### src/rtl/braun_mult_pkg.sv
// Shared types and constants for the braun_mult_arbiter slice.
//   state_t    : sequencer states (MUL2 only used when BRAUN_ARB_PIPE_EN is defined)
//   DEF_*      : default requester count and operand width
//   prod_w()   : product width helper (2*WIDTH, no truncation)
package braun_mult_pkg;

    typedef enum logic [1:0] {
        IDLE = 2'd0,
        MUL  = 2'd1,
        MUL2 = 2'd2,
        RSP  = 2'd3
    } state_t;

    localparam int unsigned DEF_NUM_REQ = 4;
    localparam int unsigned DEF_WIDTH   = 2;
    localparam int unsigned DEF_PROD_W  = 2 * DEF_WIDTH;

    function automatic int unsigned prod_w(input int unsigned w);
        return 2 * w;
    endfunction

endpackage

### src/rtl/braun_mult_arbiter_rr_arbiter.sv
// Round-robin arbiter.
//   req        : request vector
//   last_grant : index of the previous winner; search starts one above it
//   enable     : when low no grant is issued
//   grant      : one-hot winner (all zero if none/disabled)
//   grant_idx  : binary index of the winner (0 when no grant)
module rr_arbiter #(
    parameter  int unsigned NUM_REQ = 4,
    localparam int unsigned ID_W    = $clog2(NUM_REQ)
) (
    input  logic [NUM_REQ-1:0] req,
    input  logic [ID_W-1:0]    last_grant,
    input  logic               enable,
    output logic [NUM_REQ-1:0] grant,
    output logic [ID_W-1:0]    grant_idx
);

    int unsigned idx;
    logic        found;

    always_comb begin
        grant     = '0;
        grant_idx = '0;
        found     = 1'b0;
        idx       = 0;
        if (enable) begin
            // Offsets 1..NUM_REQ visit every index once, last_grant itself last.
            for (int unsigned off = 1; off <= NUM_REQ; off++) begin
                idx = (32'(last_grant) + off) % NUM_REQ;
                if (!found && req[idx]) begin
                    found      = 1'b1;
                    grant[idx] = 1'b1;
                    grant_idx  = idx[ID_W-1:0];
                end
            end
        end
    end

endmodule

### src/rtl/braun_multiplier.sv
// Combinational unsigned array multiplier.
//   a, b : WIDTH-bit unsigned operands
//   p    : 2*WIDTH-bit product, full precision
// Rows of AND-gated partial products are accumulated, each shifted by its
// multiplier bit position (the Braun array in behavioural form).
module braun_multiplier #(
    parameter int unsigned WIDTH = 2
) (
    input  logic [WIDTH-1:0]   a,
    input  logic [WIDTH-1:0]   b,
    output logic [2*WIDTH-1:0] p
);

    logic [2*WIDTH-1:0] acc;

    always_comb begin
        acc = '0;
        for (int unsigned j = 0; j < WIDTH; j++) begin
            acc = acc + ({{WIDTH{1'b0}}, a & {WIDTH{b[j]}}} << j);
        end
    end

    assign p = acc;

endmodule

### src/rtl/braun_mult_arbiter.sv
// Shares one braun_multiplier between NUM_REQ requesters.
//   clk, rst            : clock, synchronous active-high reset
//   req_valid/req_ready : per-requester handshake (req_ready one-hot or zero)
//   req_a, req_b        : packed operands, slice i belongs to requester i
//   rsp_valid/rsp_ready : response handshake
//   rsp_id, rsp_p       : owner index and unsigned product
//   busy                : high whenever the sequencer is not IDLE
// Macro BRAUN_ARB_PIPE_EN adds a product register (MUL -> MUL2 -> RSP).
module braun_mult_arbiter
    import braun_mult_pkg::*;
#(
    parameter  int unsigned NUM_REQ = DEF_NUM_REQ,
    parameter  int unsigned WIDTH   = DEF_WIDTH,
    localparam int unsigned ID_W    = $clog2(NUM_REQ),
    localparam int unsigned PW      = prod_w(WIDTH)
) (
    input  logic                       clk,
    input  logic                       rst,
    input  logic [NUM_REQ-1:0]         req_valid,
    output logic [NUM_REQ-1:0]         req_ready,
    input  logic [NUM_REQ*WIDTH-1:0]   req_a,
    input  logic [NUM_REQ*WIDTH-1:0]   req_b,
    output logic                       rsp_valid,
    input  logic                       rsp_ready,
    output logic [ID_W-1:0]            rsp_id,
    output logic [PW-1:0]              rsp_p,
    output logic                       busy
);

    state_t            state_q, state_d;
    logic [ID_W-1:0]   last_grant_q, last_grant_d;
    logic [ID_W-1:0]   id_q, id_d;
    logic [ID_W-1:0]   rsp_id_q, rsp_id_d;
    logic [WIDTH-1:0]  op_a_q, op_a_d;
    logic [WIDTH-1:0]  op_b_q, op_b_d;
    logic [PW-1:0]     rsp_p_q, rsp_p_d;
    logic              rsp_valid_q, rsp_valid_d;
`ifdef BRAUN_ARB_PIPE_EN
    logic [PW-1:0]     prod_q, prod_d;
`endif

    logic [NUM_REQ-1:0] grant;
    logic [ID_W-1:0]    grant_idx;
    logic [PW-1:0]      product;

    rr_arbiter #(.NUM_REQ(NUM_REQ)) u_arb (
        .req        (req_valid),
        .last_grant (last_grant_q),
        .enable     (state_q == IDLE),
        .grant      (grant),
        .grant_idx  (grant_idx)
    );

    braun_multiplier #(.WIDTH(WIDTH)) u_mul (
        .a (op_a_q),
        .b (op_b_q),
        .p (product)
    );

    assign req_ready = grant;
    assign rsp_valid = rsp_valid_q;
    assign rsp_id    = rsp_id_q;
    assign rsp_p     = rsp_p_q;
    assign busy      = (state_q != IDLE);

    always_comb begin
        state_d      = state_q;
        last_grant_d = last_grant_q;
        id_d         = id_q;
        op_a_d       = op_a_q;
        op_b_d       = op_b_q;
        rsp_id_d     = rsp_id_q;
        rsp_p_d      = rsp_p_q;
        rsp_valid_d  = rsp_valid_q;
`ifdef BRAUN_ARB_PIPE_EN
        prod_d       = prod_q;
`endif
        case (state_q)
            IDLE: begin
                if (|grant) begin
                    op_a_d       = req_a[grant_idx*WIDTH +: WIDTH];
                    op_b_d       = req_b[grant_idx*WIDTH +: WIDTH];
                    id_d         = grant_idx;
                    last_grant_d = grant_idx;
                    state_d      = MUL;
                end
            end
`ifdef BRAUN_ARB_PIPE_EN
            MUL: begin
                prod_d  = product;
                state_d = MUL2;
            end
            MUL2: begin
                rsp_p_d     = prod_q;
                rsp_id_d    = id_q;
                rsp_valid_d = 1'b1;
                state_d     = RSP;
            end
`else
            MUL: begin
                rsp_p_d     = product;
                rsp_id_d    = id_q;
                rsp_valid_d = 1'b1;
                state_d     = RSP;
            end
`endif
            RSP: begin
                // No grant here even when rsp_ready is high: arbiter is
                // enabled only in IDLE.
                if (rsp_ready) begin
                    rsp_valid_d = 1'b0;
                    state_d     = IDLE;
                end
            end
            default: state_d = IDLE;
        endcase
    end

    always_ff @(posedge clk) begin
        if (rst) begin
            state_q      <= IDLE;
            last_grant_q <= ID_W'(NUM_REQ - 1);
            id_q         <= '0;
            op_a_q       <= '0;
            op_b_q       <= '0;
            rsp_id_q     <= '0;
            rsp_p_q      <= '0;
            rsp_valid_q  <= 1'b0;
`ifdef BRAUN_ARB_PIPE_EN
            prod_q       <= '0;
`endif
        end else begin
            state_q      <= state_d;
            last_grant_q <= last_grant_d;
            id_q         <= id_d;
            op_a_q       <= op_a_d;
            op_b_q       <= op_b_d;
            rsp_id_q     <= rsp_id_d;
            rsp_p_q      <= rsp_p_d;
            rsp_valid_q  <= rsp_valid_d;
`ifdef BRAUN_ARB_PIPE_EN
            prod_q       <= prod_d;
`endif
        end
    end

endmodule

### config.mk
export PLATFORM = sky130hd
export DESIGN_NAME = braun_mult_arbiter
export DESIGN_NICKNAME = d
export VERILOG_FILES = /design/src/rtl/braun_mult_pkg.sv /design/src/rtl/braun_mult_arbiter_rr_arbiter.sv /design/src/rtl/braun_multiplier.sv /design/src/rtl/braun_mult_arbiter.sv
export SDC_FILE = /design/constraint.sdc
export NUM_CORES = 1
export LEC_CHECK = 0
export ABC_CLOCK_PERIOD_IN_PS = 4390
export CAP_MARGIN = 20
export CORE_MARGIN = 8
export CORE_UTILIZATION = 45
export CTS_BUF_LIST = sky130_fd_sc_hd__clkbuf_4 sky130_fd_sc_hd__clkbuf_8
export CTS_CLUSTER_DIAMETER = 40
export DETAILED_ROUTE_END_ITERATION = 16
export GPL_TIMING_DRIVEN = 0
export PLACE_DENSITY = 0.71
export SETUP_SLACK_MARGIN = 0.3
export SYNTH_ARGS = -nofsm -noshare
export SYNTH_HDL_FRONTEND = slang
export SYNTH_SLANG_ARGS = --single-unit
### constraint.sdc
create_clock -name clk -period 4.39 [get_ports clk]
set_input_delay 0.878 -clock clk [delete_from_list [all_inputs] [get_ports clk]]
set_output_delay 0.878 -clock clk [all_outputs]
set_load 0.05 [all_outputs]
==> impl_metrics.tcl <==
set metrics [dict create \
    final_cell_mix "clkdlybuf4s50_1 (28), dfxtp_1 (16), nor2_1 (14)" \
    clk_latency_ns 0.28 \
    crit_arrival_ns 3.09 \
    ys.flop_type "dfxtp_1" \
    fin_nets 226 \
    htree_levels 1 \
    grt.total_usage_pct 13.7 \
    grt_pass1_wl_um 5920 \
    final_max_slew_viol_count 0 \
    post-route-period-util_pct 90.4 \
    max_cap_violations 0 \
    intPower_mw 0.658 \
    layout_min_cycle_time_ns 3.97 \
    powerDensity_nw_per_um2 758 \
    p_comb_share_pct 75.4 \
    synthesis.area_um2 1400 \
    drt_iter0_drc 77 \
    synth_top_family_by_area "compound AO/OA/AOI/OAI gates" \
    avgSynthCellArea_um2 9.00 \
    worstPathMaxFanout 10 \
    power.switching_mw 0.702 \
    worstSetupStartpointType "primary input" \
    design_area_um2 1790 \
    syn_inst 156 \
    hold_path.startpoint "id_q[1]" \
    p_clk_share_pct 6.1 \
    areaGrowthSynthToFinish_pct 27.7 \
    synth_xor_area_share_pct 0 \
    yosysWarnings 0 \
    synth_compound_area_share_pct 24.3 \
    diodes 0 \
    fp.dieH_um 71.9 \
    via_count 1246 \
    avgViaCountPerCell 5.54 \
    ys_seq_area_share_pct 24.2 \
    overflow 0 \
    clock-sinks 17 \
    end_kind "primary output" \
    clock_path_buffers 2 \
    seqPwrFrac_pct 18.5 \
    die_x_um 71.9 \
    path_class "in -> out" \
    synth_mux_area_share_pct 16.8 \
    holdBufCountCts 0 \
    post_dp_cell_area_um2 1770 \
    finalSetupViolations 0 \
    grt_max_degree 12 \
    cts_tree "yes" \
    outcome "completed" \
    worstHoldPathCells 2 \
    max_clock_freq_mhz 252 \
    ir_drop_uv 404 \
    synthDistinctLibCells 42 \
    r2r.worst_path.cells 11 \
    clkTransAtPathRegs_ns 0.10 \
    dieArea_um2 5160 \
    synth_adder_area_share_pct 8.91 \
    ys_async_sr_fraction_pct 0 \
    relSlewSlack_pct 60.8 \
    post_drt_wl_per_cell_um 15.3 \
    hpwlAfterDp_um 2820 \
    hold_path.class "reg -> reg" \
    netSwitchingFraction_pct 51.6 \
    reg2reg_slack_ns 0.88 \
    critPathRequiredTime_ns 3.51 \
    grt_antenna_before_repair 0 \
    place_congestion 0.861 \
    ys_seq_elements 17 \
    cts_made_buffers 3 \
    ios 35 \
    rsz0062_at_grt "false" \
    root_buffer "clkbuf_4" \
    min_to "id_q[1]" \
    grt_pass1_vias 1277 \
    yosys.area_share.simple_pct 17.6 \
    fp-row-count 20 \
    drcViolationCount 0 \
    reg2reg_from "last_grant_q[0]" \
    final_common_cell "clkdlybuf4s50_1" \
    coreArea_um2 3000 \
    initial_utilization_pct 46.7 \
    fin_worst_skew_ns 0.00620 \
    wirelength_um 3450 \
    tightest_slew_ns 0.586 \
    drive_above_1_share_pct 18.2 \
    syn-num-nets 189 \
    drt-pass1-iter-count 4 \
    final.setup.tns_ns 0 \
    postRouteAntennaNets 0 \
    finalHoldViolCount 0 \
    r2r-end "id_q[0]" \
    leakagePower_nw 0.747 \
    port_buffers 32 \
    synth_edf_count 0 \
]
[routing by layer]
metal	up-vias	track usage [%]	wire length (um)
met4	0	2.72	10
met2	14	26.2	1930
met1	590	15.1	1410
met5	-	0	0
li1	640	-	-
met3	2	2.65	105
[metrics by stage]
step                      total power [mW]  utilization, %  hold slack (ns)  cells  setup slack [ns]
after floorplan                       1.04               -            0.436    156             0.740
after global placement                1.26            58.8            0.449    221            -0.177
after detailed placement              1.29            58.8            0.449    221            -0.173
after CTS                             1.35            59.3            0.462    225             0.248
after global routing                  1.46            59.7            0.477    225             0.312
final                                 1.36            59.7            0.462    225             0.421
[critical path, stage by stage]
cell             delay [ns]
clkdlybuf4s50_1        0.44
clkbuf_1               0.22
or3b_1                 0.41
a2111oi_2              0.43
o21a_1                 0.23
o2bb2ai_1              0.21
buf_4                  0.26
[synthesized netlist by cell type (6+ instances only)]
| cell type | instances | share of area (%) |
|---|---|---|
| inv_1 | 11 | 2.9 |
| a21oi_1 | 10 | 3.6 |
| clkbuf_1 | 6 | 1.6 |
| dfxtp_1 | 17 | 24 |
| o21ai_0 | 6 | 2.1 |
| nor2_1 | 14 | 3.7 |
| mux2_2 | 6 | 4.8 |
| nand2_1 | 8 | 2.1 |
| mux2i_1 | 10 | 7.1 |
| ha_1 | 10 | 8.9 |
[how the worst max path moves through the flow]
stage	start	endpoint	slack, ns	cells after the start
floorplan	last_grant_q[0]	id_q[0]	0.74	11
global placement	req_valid[3]	req_ready[0]	-0.18	7
detailed placement	req_valid[3]	req_ready[0]	-0.17	7
CTS	req_valid[3]	req_ready[1]	0.25	7
global route	last_grant_q[0]	req_ready[1]	0.31	8
finish	req_valid[3]	req_ready[0]	0.42	7
[power by group through the flow]
| stage | Sequential [mW] | Clock (mW) | Combinational (mW) |
|---|---|---|---|
| 2_1_floorplan | 0.266 | 0 | 0.778 |
| 3_3_place_gp | 0.251 | 0 | 1.01 |
| 3_5_place_dp | 0.254 | 0 | 1.03 |
| 4_1_cts | 0.252 | 0.0833 | 1.01 |
| 5_1_grt | 0.258 | 0.0916 | 1.11 |
| 6_report | 0.252 | 0.0823 | 1.03 |
[sequential cells by signal, summed over array words and instances (netlist names)]
register / cells
id_q: 2
last_grant_q: 2
op_a_q: 2
op_b_q: 2
rsp_id: 2
rsp_p: 4
rsp_valid: 1
state_q: 2
[cell families after synthesis]
| kind of cell | count (synthesis) |
|---|---|
| flops | 17 |
| simple gates | 44 |
| compound gates | 44 |
| fa+ha+maj | 10 |
| mux | 19 |
| buf+inv | 22 |
[final cells by class]
class	instances	area, um^2
clock buffers	3	22.5
repair buffers	32	310
flip-flops and latches	17	342
plain buffers	11	72.6
multi-input cells	117	958
clock inverters	1	5.00
well taps	33	41.3
inverters	11	41.3
fillers	285	1210
[repair_timing]
item / 4_1_cts / 5_1_grt
setup endpoints to repair: 4 / 4
setup buffers: 0 / 0
resized for setup: 19 / 13
pin swaps: 0 / 0
hold endpoints to repair: 0 / 0
Note: power is estimated with default switching activity, not from simulation.
